File: src/rtl/ahb_burst_monitor.sv
// rtl/ahb_burst_monitor.sv - passive AHB-Lite burst protocol monitor
// Tracks bursts on one slave port and reports protocol violations as coded error pulses.
module ahb_burst_monitor #(
    parameter int HADDR_SIZE = 16,
    parameter int HDATA_SIZE = 32,
    parameter int ERR_CNT_W  = 8
) (
    input  logic                  HCLK,
    input  logic                  HRESET,
    input  logic                  HSEL,
    input  logic [HADDR_SIZE-1:0] HADDR,
    input  logic                  HWRITE,
    input  logic [2:0]            HSIZE,
    input  logic [2:0]            HBURST,
    input  logic [1:0]            HTRANS,
    input  logic                  HREADY,
    input  logic                  HRESP,
    input  logic                  clr,
    output logic                  err_valid,
    output logic [3:0]            err_code,
    output logic [HADDR_SIZE-1:0] err_addr,
    output logic [ERR_CNT_W-1:0]  err_cnt,
    output logic                  sticky_err,
    output logic                  burst_active,
    output logic [4:0]            beat_cnt
);
    localparam int MAX_SIZE = $clog2(HDATA_SIZE / 8);
    localparam logic [1:0] T_IDLE = 2'd0, T_BUSY = 2'd1, T_NONSEQ = 2'd2, T_SEQ = 2'd3;

    typedef enum logic {S_IDLE, S_BURST} state_t;

    state_t                  state_q, state_d;
    logic [2:0]              size_q, size_d, burst_q, burst_d;
    logic                    write_q, write_d;
    logic [HADDR_SIZE-1:0]   prev_addr_q, prev_addr_d;
    logic [4:0]              beat_cnt_q, beat_cnt_d, beats_total_q, beats_total_d;
    logic                    done_q, done_d;
    logic                    wait_q, wait_d;
    logic [HADDR_SIZE-1:0]   wait_addr_q, wait_addr_d;
    logic [1:0]              wait_trans_q, wait_trans_d;
    logic                    err_valid_q, err_valid_d, sticky_q, sticky_d;
    logic [3:0]              err_code_q, err_code_d;
    logic [HADDR_SIZE-1:0]   err_addr_q, err_addr_d;
    logic [ERR_CNT_W-1:0]    err_cnt_q, err_cnt_d;

    logic                    accept, is_seq, is_nonseq, idle_obs, busy_obs, in_burst, fixed;
    logic [9:0]              errs;
    logic [3:0]              code_sel;
    logic [4:0]              beat_nxt, total_new;
    logic [HADDR_SIZE-1:0]   step, incr_addr, wrap_mask, exp_addr, align_mask;

    always_comb begin
        accept    = HSEL && HREADY && HTRANS[1];
        is_seq    = (HTRANS == T_SEQ);
        is_nonseq = (HTRANS == T_NONSEQ);
        idle_obs  = HSEL && HREADY && (HTRANS == T_IDLE);
        busy_obs  = HSEL && HREADY && (HTRANS == T_BUSY);
        in_burst  = (state_q == S_BURST);
        fixed     = (beats_total_q != 5'd0);

        step       = HADDR_SIZE'(32'd1 << size_q);
        incr_addr  = prev_addr_q + step;
        wrap_mask  = HADDR_SIZE'((32'(beats_total_q) << size_q) - 32'd1);
        exp_addr   = (burst_q != 3'd0 && !burst_q[0]) ?
                     ((prev_addr_q & ~wrap_mask) | (incr_addr & wrap_mask)) : incr_addr;
        align_mask = HADDR_SIZE'((32'd1 << HSIZE) - 32'd1);
        beat_nxt   = (beat_cnt_q == 5'h1f) ? beat_cnt_q : beat_cnt_q + 5'd1;

        case (HBURST)
            3'd0:       total_new = 5'd1;
            3'd1:       total_new = 5'd0;
            3'd2, 3'd3: total_new = 5'd4;
            3'd4, 3'd5: total_new = 5'd8;
            default:    total_new = 5'd16;
        endcase

        errs    = '0;
        errs[1] = accept && ({29'd0, HSIZE} > 32'(MAX_SIZE));
        errs[2] = !in_burst && ((accept && is_seq && !done_q) || busy_obs);
        errs[3] = in_burst && accept && is_seq &&
                  (HSIZE != size_q || HBURST != burst_q || HWRITE != write_q);
        errs[4] = in_burst && accept && is_seq && (HADDR != exp_addr);
        errs[5] = in_burst && fixed && (idle_obs || (accept && is_nonseq));
        errs[6] = !in_burst && done_q && accept && is_seq;
        errs[7] = accept && ((HADDR & align_mask) != '0);
        errs[8] = in_burst && accept && is_seq && burst_q[0] &&
                  (HADDR[HADDR_SIZE-1:10] != prev_addr_q[HADDR_SIZE-1:10]);
        errs[9] = wait_q && (HADDR != wait_addr_q || HTRANS != wait_trans_q) &&
                  !(wait_trans_q == T_BUSY && HTRANS == T_SEQ);

        code_sel = 4'd0;
        for (int i = 9; i >= 1; i--) begin
            if (errs[i]) code_sel = 4'(i);
        end

        state_d       = state_q;
        size_d        = size_q;
        burst_d       = burst_q;
        write_d       = write_q;
        prev_addr_d   = prev_addr_q;
        beat_cnt_d    = beat_cnt_q;
        beats_total_d = beats_total_q;
        done_d        = done_q;

        // An ERROR response lets the master drop the burst, so no early-termination check follows.
        if (in_burst && HRESP && !HREADY) begin
            state_d    = S_IDLE;
            beat_cnt_d = 5'd0;
            done_d     = 1'b0;
        end else if (accept && is_nonseq) begin
            size_d        = HSIZE;
            burst_d       = HBURST;
            write_d       = HWRITE;
            prev_addr_d   = HADDR;
            beats_total_d = total_new;
            if (total_new == 5'd1) begin
                state_d    = S_IDLE;
                beat_cnt_d = 5'd0;
                done_d     = 1'b1;
            end else begin
                state_d    = S_BURST;
                beat_cnt_d = 5'd1;
                done_d     = 1'b0;
            end
        end else if (in_burst && accept && is_seq) begin
            prev_addr_d = HADDR;
            beat_cnt_d  = beat_nxt;
            if (fixed && beat_nxt == beats_total_q) begin
                state_d    = S_IDLE;
                beat_cnt_d = 5'd0;
                done_d     = 1'b1;
            end
        end else if (idle_obs) begin
            state_d    = S_IDLE;
            beat_cnt_d = 5'd0;
            done_d     = 1'b0;
        end

        wait_d       = HSEL && !HREADY && (HTRANS != T_IDLE) && !HRESP;
        wait_addr_d  = HADDR;
        wait_trans_d = HTRANS;

        err_valid_d = (errs != '0);
        err_code_d  = err_valid_d ? code_sel : err_code_q;
        err_addr_d  = err_valid_d ? HADDR : err_addr_q;
        if (clr) begin
            err_cnt_d = '0;
            sticky_d  = 1'b0;
        end else begin
            err_cnt_d = (err_valid_d && err_cnt_q != '1) ? err_cnt_q + 1'b1 : err_cnt_q;
            sticky_d  = sticky_q || err_valid_d;
        end
    end

    always_ff @(posedge HCLK or posedge HRESET) begin
        if (HRESET) begin
            state_q       <= S_IDLE;
            size_q        <= '0;
            burst_q       <= '0;
            write_q       <= 1'b0;
            prev_addr_q   <= '0;
            beat_cnt_q    <= '0;
            beats_total_q <= '0;
            done_q        <= 1'b0;
            wait_q        <= 1'b0;
            wait_addr_q   <= '0;
            wait_trans_q  <= '0;
            err_valid_q   <= 1'b0;
            err_code_q    <= '0;
            err_addr_q    <= '0;
            err_cnt_q     <= '0;
            sticky_q      <= 1'b0;
        end else begin
            state_q       <= state_d;
            size_q        <= size_d;
            burst_q       <= burst_d;
            write_q       <= write_d;
            prev_addr_q   <= prev_addr_d;
            beat_cnt_q    <= beat_cnt_d;
            beats_total_q <= beats_total_d;
            done_q        <= done_d;
            wait_q        <= wait_d;
            wait_addr_q   <= wait_addr_d;
            wait_trans_q  <= wait_trans_d;
            err_valid_q   <= err_valid_d;
            err_code_q    <= err_code_d;
            err_addr_q    <= err_addr_d;
            err_cnt_q     <= err_cnt_d;
            sticky_q      <= sticky_d;
        end
    end

    assign err_valid    = err_valid_q;
    assign err_code     = err_code_q;
    assign err_addr     = err_addr_q;
    assign err_cnt      = err_cnt_q;
    assign sticky_err   = sticky_q;
    assign burst_active = (state_q == S_BURST);
    assign beat_cnt     = beat_cnt_q;
endmodule

File: config.mk
export PLATFORM = sky130hd
export DESIGN_NAME = ahb_burst_monitor
export DESIGN_NICKNAME = d
export VERILOG_FILES = /design/src/rtl/ahb_burst_monitor.sv
export SDC_FILE = /design/constraint.sdc
export NUM_CORES = 1
export LEC_CHECK = 0
export CAP_MARGIN = 20
export CORE_MARGIN = 2
export CORE_UTILIZATION = 45
export DETAILED_ROUTE_END_ITERATION = 16
export HOLD_SLACK_MARGIN = 0.05
export MAX_ROUTING_LAYER = met4
export PLACE_DENSITY = 0.66
export SLEW_MARGIN = 20
export SYNTH_ARGS = -nofsm -noshare
export SYNTH_HDL_FRONTEND = slang
export SYNTH_SLANG_ARGS = --single-unit
File: constraint.sdc
create_clock -name HCLK -period 5.55 [get_ports HCLK]
set_clock_uncertainty 0.2 [all_clocks]
set_input_delay 1.11 -clock HCLK [delete_from_list [all_inputs] [get_ports HCLK]]
set_output_delay 1.11 -clock HCLK [all_outputs]
set_load 0.02 [all_outputs]
==> impl_results.md <==
- Result of the run: completed
- Die Span X: 118 um
- I/O Buffers: 66
- Number of instances in the placed design: 829
- Quantity of hold-fixing buffers added after cts: 0
- CORE AREA: 12700 um^2
- Count of cells resized by post-cts repair: 0
- Clock root buffer: sky130_fd_sc_hd__clkbuf_16
- Starting Density: 46.2%
- Async set-reset flop share out of synthesis: 100%
- Fraction of the cycle the final worst path needs: 82.8%
- Power per standard cell area: 354 nW/um^2
- Net switching power figure: 0.908 mW
- Routed length per placed instance: 18.2 um
- Worst slew margin relative to its limit: 42.2%
- Latest clock arrival within the worst-skew pair: 0.34 ns
- Worst slew pin tran: 0.865 ns
- HPWL after detailed placement: 11300 um
- Maximum clock path buffer count: 2
- Combinational fraction of design power: 42.4%
- Die area: 13900 um^2
- Antenna violations before repair: 0
- Number of top-level pins: 67
- Synthesized flop and latch total: 83
- TritonCTS clock tree: done
- Sum of met3 wire segment lengths after detailed routing: 727 um
- Cell area after synthesis: 5850 um^2
- Upper clock frequency limit: 217 MHz
- Deepest level of the CTS H-tree: 3
- Final GP Congestion: 0.996
- Peak supply drop: 0.233 mV
- Overall overflow remaining after global route: 0
- Area delta synth->final: 18.3%
- TritonCTS Buffers: 9
- Switch share: 37.0%
- Clock Pin Slew Worst Setup and Hold Paths: 0.06 ns
- Type of the worst setup path: register to register
- EDFF count, synth: 0
- Ordered cell list for the critical path: nand2_1 > nor2_1 > ha_1 > a2111oi_2 > o21ai_1 > and3_1 > or2_1 > and3_1 > a211o_1 > a2111oi_2 > a21oi_1 > or2_1 > buf_4 > nor3b_1 > a211oi_1
- Overall die height: 118 um
- Hold Vio Cnt, Final: 0
- Largest net degree at the start of global routing: 60
- Via count of the first global-routing pass: 4816
- Placement row count: 41
- Count of endpoints failing setup in the final report: 0
- Top Metal Used: met4
- Global-route usage over all layers: 23.4%
- Length of routed wiring on met1: 7250 um
- N_diodes: 0
- Type of destination of the critical path: register
- Slowest cell on the critical path: sky130_fd_sc_hd__dfrtp_1
- Clk network pwr share: 24.3%
- Fill cells: 1175
- Cell variety after synth: 85
- Number of nets still failing antenna checks after routing: 0
- Type of element launching the critical path: register
- HP Class: register to register
- Detailed-route vias per instance: 5.79
- Mean post-synth cell area: 9.57 um^2
- Share of final-layout standard cells stronger than drive strength 1: 14.6%
- Met2 Routed Length: 7090 um
- Post-layout net count: 713
- Data arrival time of the critical path: 4.64 ns
- DRT iter0 DRCs: 327
- RSZ-0062 raised after global routing: no
- Final TNS setup: 0 ns
- Top flip-flop cell by instance count after synthesis: sky130_fd_sc_hd__dfrtp_1
- CP peak stage delay: 0.53 ns
- Post-CTS Repair Setup Buffers: 0
- Max capacitance violation total: 0
- Mapped Cells: 612
- Internal power of the cells: 1.54 mW
- Final Power: 2.45 mW
- Drt total wl: 15400 um
- Remaining DRCs: 0
- Global-route wire length before repair: 25300 um
- Length of the first detailed-routing pass in iterations: 5
- Max-slew violation count: 0
- CTS Sinks: 83
- Crit path time final: 4.60 ns
- Static leakage: 2.95 nW
- Syn_nets: 657
- Synth warnings: 0
- Fraction of the yosys area taken by sequential cells: 35.5%
- Vias: 4889
- Finished Layout Cells: 844
- Data required time at the worst endpoint: 5.59 ns
- Max FO, Critical Path: 22
- Fraction of power consumed by sequential logic: 33.3%
critical path, delay by kind of cell (launching register included):
| kind | cells | cell delay (ns) |
|---|---|---|
| buffers and inverters | 1 | 0.25 |
| AO/OA/AOI/OAI | 6 | 1.65 |
| AND/OR/NAND/NOR | 7 | 1.51 |
| flip-flops | 1 | 0.53 |
| adder cells (fa/ha/maj) | 1 | 0.34 |
through the flow:
step | util [%] | setup WS, ns | hold WS, ns | cell area, um^2
final | 54.6 | 0.952 | 0.316 | 6920
after global routing | 54.6 | 0.634 | 0.334 | 6920
after CTS | 54.6 | 0.917 | 0.321 | 6920
after detailed placement | 52.3 | 0.746 | 0.290 | 6630
after global placement | 52.3 | 0.892 | 0.292 | 6630
after floorplan | - | 1.26 | 0.300 | 5850
per-layer routing:
layer | global-route usage, % | up-vias
met5 | - | -
met4 | 6.63 | 0
met3 | 3.49 | 22
met2 | 35.9 | 138
met1 | 32.1 | 2405
li1 | - | 2324
synthesized netlist by cell type (all sizes together) (6+ instances only):
cell,number,area [um^2]
nor3,9,55.1
dfrtp,83,2080
o211ai,7,52.6
and3,19,119
inv,22,82.6
nor4,6,50.0
clkbuf,16,60.1
nor2b,12,75.1
ha,13,163
buf,15,116
a31oi,6,37.5
a21oi,33,169
mux2,42,537
nor2,48,190
or2,9,56.3
nand4,8,50.1
nand2b,16,103
xor2,20,175
xnor2,28,245
mux2i,13,143
o21ai,25,125
a211oi,8,72.6
nand3,20,100
nand2,44,165
path summary, 6_finish.rpt:
| kind | slack (ns) | start | depth (start not counted) | endpoint |
|---|---|---|---|---|
| worst min-delay path | 0.32 | sticky_err | 2 | sticky_err |
| worst max-delay path | 0.95 | size_q[2] | 15 | err_cnt[7] |
| worst min register to register | 0.32 | sticky_err | 2 | sticky_err |
| worst max register to register | 0.95 | size_q[2] | 15 | err_cnt[7] |
| max in group asynchronous | 3.23 | HRESET | 3 | prev_addr_q[15] |
| min in group asynchronous | 1.05 | HRESET | 2 | err_addr[7] |
cell usage in the layout, fill, tap and decap left out, types with 10 or more instances in the layout:
cell,Yosys,routed
sky130_fd_sc_hd__ha_1,13,13
sky130_fd_sc_hd__clkdlybuf4s50_1,0,66
sky130_fd_sc_hd__mux2i_1,12,12
sky130_fd_sc_hd__nand2b_1,15,15
sky130_fd_sc_hd__nand2_1,44,44
sky130_fd_sc_hd__mux2_4,17,17
sky130_fd_sc_hd__a21oi_1,32,32
sky130_fd_sc_hd__buf_4,2,10
sky130_fd_sc_hd__o21ai_0,21,21
sky130_fd_sc_hd__and3_1,19,19
sky130_fd_sc_hd__nor2b_1,12,12
sky130_fd_sc_hd__dfrtp_1,83,83
sky130_fd_sc_hd__nand3_1,20,20
sky130_fd_sc_hd__mux2_2,24,24
sky130_fd_sc_hd__nor2_1,46,46
sky130_fd_sc_hd__inv_1,21,20
sky130_fd_sc_hd__xnor2_1,28,28
sky130_fd_sc_hd__xor2_1,20,20
power groups by stage:
stage               clock network [mW]  logic [mW]  registers (mW)
global placement                     0        1.03           0.820
CTS                              0.610        1.04           0.815
global route                     0.638        1.13           0.832
finish                           0.596        1.04           0.815
floorplan                            0       0.704           0.844
detailed placement                   0        1.03           0.823
cell families after synthesis:
logic type | after synthesis | synth area share, %
AOI/OAI and AO/OA | 140 | 18.0
xor gates and xnor gates | 48 | 7.18
adders and majority gates | 14 | 3.12
buffers and inverters | 54 | 4.49
DFF | 83 | 35.5
muxes | 55 | 11.6
and+or+nand+nor | 218 | 20.2
registers in the layout, indices dropped and copies added (netlist names), 2 cells and up:
signal	count
size_q	3
burst_q	3
prev_addr_q	16
err_code	4
err_addr	16
beats_total_q	4
wait_addr_q	16
wait_trans_q	2
beat_cnt	5
err_cnt	8
final cells by class:
cell class | instances | area (um^2) | share of cell area [%]
tap | 172 | 215 | 3.11
sequential | 83 | 2080 | 30.0
clock inverter | 5 | 53.8 | 0.777
multi-input combinational | 475 | 3510 | 50.8
inverter | 23 | 88.8 | 1.28
clock buffer | 10 | 239 | 3.45
timing repair buffer | 76 | 736 | 10.6
Note: power is estimated with default switching activity, not from simulation.
